===== src/rtl/instr_fetch.sv =====
// -----------------------------------------------------------------------------
// instr_fetch - instruction fetch stage between the PC and the instruction bus.
//
// Latches the PC, issues a word read, waits for mem_ack, captures the returned
// word into `instr` and pulses `iready` for one cycle so the PC can advance.
// A fetch takes at least 3 cycles: IDLE -> REQ -> DONE.
//
// Optional feature: define INSTR_FETCH_TIMEOUT_EN to add a bus-timeout
// watchdog. A REQ lasting TIMEOUT cycles without an ack then parks the block
// in ERR with fetch_err=1 until RST. Without the macro, REQ waits forever and
// fetch_err is tied to 0.
//
// Parameters:
//   TIMEOUT    max REQ cycles without ack before ERR (2..65535, watchdog only)
// Ports:
//   clk        system clock, rising edge
//   RST        synchronous active-high reset
//   PCaddr     current PC, sampled on IDLE->REQ
//   hold       downstream stall, blocks a new fetch while in IDLE
//   mem_ack    bus acknowledge, mem_rdata valid in the same cycle
//   mem_rdata  instruction word from memory
//   mem_ren    read request, high for the whole REQ state
//   mem_addr   word-aligned request address
//   instr      last fetched instruction (NOP after reset)
//   iready     one-cycle pulse: instr is new
//   fetch_err  sticky bus-timeout flag
// -----------------------------------------------------------------------------
module instr_fetch #(
  parameter int TIMEOUT = 16
) (
  input  logic        clk,
  input  logic        RST,
  input  logic [31:0] PCaddr,
  input  logic        hold,
  input  logic        mem_ack,
  input  logic [31:0] mem_rdata,
  output logic        mem_ren,
  output logic [31:0] mem_addr,
  output logic [31:0] instr,
  output logic        iready,
  output logic        fetch_err
);

  localparam logic [31:0] NOP = 32'h0000_0013;

  if (TIMEOUT < 2 || TIMEOUT > 65535) begin : g_bad_timeout
    $error("instr_fetch: TIMEOUT must be in 2..65535");
  end

  typedef enum logic [1:0] {
    IDLE = 2'd0,
    REQ  = 2'd1,
    DONE = 2'd2,
    ERR  = 2'd3
  } state_e;

  state_e      state_q, state_d;
  logic [31:0] addr_q,  addr_d;
  logic [31:0] instr_q, instr_d;

`ifdef INSTR_FETCH_TIMEOUT_EN
  localparam logic [15:0] TO_LAST = 16'(TIMEOUT - 1);
  logic [15:0] cnt_q, cnt_d;
`endif

  // Byte offset of a misaligned PC is silently dropped on the bus.
  logic unused_addr_lsb;
  assign unused_addr_lsb = ^addr_q[1:0];

  always_ff @(posedge clk) begin
    if (RST) begin
      state_q <= IDLE;
      addr_q  <= '0;
      instr_q <= NOP;
`ifdef INSTR_FETCH_TIMEOUT_EN
      cnt_q   <= '0;
`endif
    end else begin
      state_q <= state_d;
      addr_q  <= addr_d;
      instr_q <= instr_d;
`ifdef INSTR_FETCH_TIMEOUT_EN
      cnt_q   <= cnt_d;
`endif
    end
  end

  always_comb begin
    state_d = state_q;
    addr_d  = addr_q;
    instr_d = instr_q;
`ifdef INSTR_FETCH_TIMEOUT_EN
    cnt_d   = cnt_q;
`endif
    unique case (state_q)
      IDLE: begin
        if (!hold) begin
          addr_d  = PCaddr;
          state_d = REQ;
`ifdef INSTR_FETCH_TIMEOUT_EN
          cnt_d   = '0;
`endif
        end
      end
      REQ: begin
        // An ack always wins, even in the cycle the watchdog would fire.
        if (mem_ack) begin
          instr_d = mem_rdata;
          state_d = DONE;
        end
`ifdef INSTR_FETCH_TIMEOUT_EN
        else if (cnt_q == TO_LAST) begin
          state_d = ERR;
        end else begin
          cnt_d = cnt_q + 16'd1;
        end
`endif
      end
      DONE: state_d = IDLE;
`ifdef INSTR_FETCH_TIMEOUT_EN
      ERR:  state_d = ERR;
`else
      ERR:  state_d = IDLE;
`endif
      default: state_d = IDLE;
    endcase
  end

  assign mem_ren   = (state_q == REQ);
  assign iready    = (state_q == DONE);
  assign mem_addr  = {addr_q[31:2], 2'b00};
  assign instr     = instr_q;
`ifdef INSTR_FETCH_TIMEOUT_EN
  assign fetch_err = (state_q == ERR);
`else
  assign fetch_err = 1'b0;
`endif

endmodule


===== config.mk =====
export PLATFORM = sky130hd
export DESIGN_NAME = instr_fetch
export DESIGN_NICKNAME = d
export VERILOG_FILES = /design/src/rtl/instr_fetch.sv
export SDC_FILE = /design/constraint.sdc
export NUM_CORES = 1
export LEC_CHECK = 0
export BUFFER_PORTS_ARGS = -buffer_cell sky130_fd_sc_hd__buf_2
export CORE_MARGIN = 2
export CORE_UTILIZATION = 25
export CTS_CLUSTER_DIAMETER = 50
export DETAILED_ROUTE_END_ITERATION = 16
export SLEW_MARGIN = 20
export SYNTH_ARGS = -nofsm -noshare
export SYNTH_HDL_FRONTEND = slang
export SYNTH_SLANG_ARGS = --single-unit

===== constraint.sdc =====
create_clock -name clk -period 1.1 [get_ports clk]
set_input_delay 0.055 -clock clk [delete_from_list [all_inputs] [get_ports clk]]
set_output_delay 0.055 -clock clk [all_outputs]
set_load 0.01 [all_outputs]

==> run metrics <==
status finished with violations; failing checks negative setup slack; Seq pwr share around two fifths; routed vias/inst around 4.6; fin crit period 1.32 ns; RR Endpoint addr_q[9]$_SDFFE_PP0P_; Skew-Pair Late Insertion Delay 0.32 ns; vias in the first global route around 2700; crit end category register; row count 39; WP data arrival 1.58 ns; Gate Count Post-Synth between 200 and 300; FILL cells 1103; Ys Warns 0; Synth cell types 16; CP required 1.36 ns; initial core utilization 25.7%; Tcrit/Tclk final 120%; switch share 23.9%; drt drc 0; slowest stage delay, CP 0.51 ns; Peak supply drop between 800 and 900 uV; CTS tree done; Die Ht between 100 and 150 microns; Crit path depth 3; Reg2Reg Depth 3; H-tree Lvls 3; worst path cell trace bufbuf_16 > or4b_4 > a21oi_2; Area Growth Syn to Fin 59.7%; Final setup violation count 66; fmax 758 MHz; crit path launch state_q[0]$_SDFFE_PP0P_; post-synthesis mux area share a little over a tenth; PwrDens 1360 nW/um^2; Worst Path Buf+Inv 1; Setup crit start kind register; core area 11400 sq um; final hold viol count 0; CP max stage cell or4b_4; Yosys top cell by area dfxtp_1; ranking of synthesized cells by area dfxtp_1, nand2b_1, mux2i_1; NetSw 1530 uW; Seq/Total Area, Yosys 43.6%; syn_area_per_cell roughly 10 sq um; gr usage total 12.8%; Post-Synth Adder-Cell Area 0%; R2R setup slack -0.22 ns; Max Buffers Root-to-Sink 2; DRT iter0 DRCs 102; crit-path max FO 14; nets 521; leakage power about 0.002 uW; largest net degree at the start of global routing 41; setup ws final -0.219 ns; Clock Skews 0.00412 ns; first-pass GRT wire length 13000 microns; share of cells above drive strength 1 45.3%; wire per inst 14.2 microns; max-cap violation count 0; fin. max-slew vios 0; GPL Wtd Cong 0.755; Antenna Violating Nets Remaining 0; Overflow after GRT 0; Worst Hold Slack 0.00978 ns; Ports between 100 and 150; synthesized area approximately 3000 sq um; main combinational cell family by area after synthesis simple AND/OR/NAND/NOR gates; DR pass1 iterations 4; Synth Area in Simple Gates between 20% and 30%; WL final 8510 microns; cell-internal power 4860 uW; Worst-path clk slew 0.05 ns; Comb pwr share 17.3%; WS Path Type reg -> reg; most common cell after layout, fill and taps aside buf_2; Hold Path Stages 3; Compound-Gate Fraction of Synth Area 13.1%; Synth Area in XOR/XNOR 0%; CTS Buf Count 9; Min-Delay Path Class in -> reg; total number of vias 2783; unrepaired setup endpoints after global routing true; area share of the largest cell type after synthesis 43.6%; register bit total from synthesis 64; hold_sp mem_rdata[0]; initial antenna violation count 1; most frequent cells in the layout buf_2, dfxtp_1, nand2b_1; width of the die 112 microns; Worst Setup EP addr_q[9]$_SDFFE_PP0P_; Clock Power Share a little over two fifths; Largest delay share family, worst path simple AND/OR/NAND/NOR gates; Root Driver clkbuf_16; Port Buffers 129; clock sink total 64; DP Wirelength 5030 microns; R2R Path Start state_q[0]$_SDFFE_PP0P_; dpl ws -0.255 ns; Die Area 12600 sq um
-- tightest hold or removal path: cells and delay by family --
| kind | cells | cell delay [ns] |
|---|---|---|
| AND/OR/NAND/NOR | 1 | 0.04 |
| multiplexers | 1 | 0.11 |
| buffers and inverters | 1 | 0.08 |
-- power groups by stage --
stage	sequential, uW	clock (uW)	combinational [uW]
global route	2530	2960	1200
global placement	2560	0	820
floorplan	2610	0	458
CTS	2520	2860	1020
detailed placement	2570	0	838
finish	2520	2760	1110
-- how the worst min path moves through the flow --
stage | end
after global placement | state_q[0]$_SDFFE_PP0P_
after detailed placement | state_q[0]$_SDFFE_PP0P_
after global routing | instr[0]$_SDFFE_PP1P_
after CTS | instr[0]$_SDFFE_PP1P_
final | instr[0]$_SDFFE_PP1P_
after floorplan | state_q[0]$_SDFFE_PP0P_
-- routing by layer --
metal  vias to the layer above  global-route usage, %  wire length (microns)
met1                      1308                   15.3                   3650
met3                         8                   4.54                    581
met4                         0                   4.88                     85
met5                         -                      0                      0
met2                        91                   21.0                   4200
li1                       1376                      -                      -
-- synth_stat cells --
cell type	instances
dfxtp_1	64
nand2b_1	58
mux2i_1	32
a21oi_1	30
o31ai_1	30
or4b_1	30
clkbuf_1	17
buf_6	8
buf_4	6
nor2_1	6
buf_2	4
nor2b_1	4
buf_1	2
a2111oi_0	1
and3b_1	1
conb_1	1
-- cell families (layout without fill, tap and decap cells) --
family,after synthesis,count (layout)
AND/OR/NAND/NOR,99,99
flip-flops,64,64
other,1,4
AO/OA/AOI/OAI,61,61
buffers and inverters,37,198
multiplexers,32,32
-- layout make-up --
class | instances | area (sq um) | share of cell area [%]
Tap cell | 143 | 179 | 3.82
Timing Repair Buffer | 183 | 1350 | 28.8
Antenna cell | 1 | 2.50 | 0.0534
Clock buffer | 11 | 243 | 5.18
Clock inverter | 4 | 45.0 | 0.961
Sequential cell | 64 | 1290 | 27.5
Multi-Input combinational cell | 195 | 1580 | 33.7
-- flip-flops by register name, indices dropped and copies added, names as in the netlist --
register and cells:
addr_q 30, instr 32, state_q 2
-- stage by stage --
stage / area, sq um / TNS, ns / std cells / total power [uW] / utilization (%)
2_1_floorplan: 2980 / -3.62 / 296 / 3070 / -
3_3_place_gp: 3750 / -8.38 / 547 / 3380 / 32.9
3_5_place_dp: 3750 / -10.36 / 547 / 3400 / 32.9
4_1_cts: 4490 / -11.21 / 596 / 6400 / 39.3
5_1_grt: 4690 / -14.30 / 601 / 6690 / 41.0
6_report: 4690 / -10.46 / 601 / 6380 / 41.0
-- timing repair --
item | in CTS | in global routing
hold buffers | 25 | 0
endpoints found under the setup margin | 66 | 66
gates resized for setup | 16 | 35
pin swaps | 15 | 13
hold endpoints to repair | 25 | 0
setup buffers | 6 | 2
gates cloned | 4 | 3
Note: power is estimated with default switching activity, not from simulation.
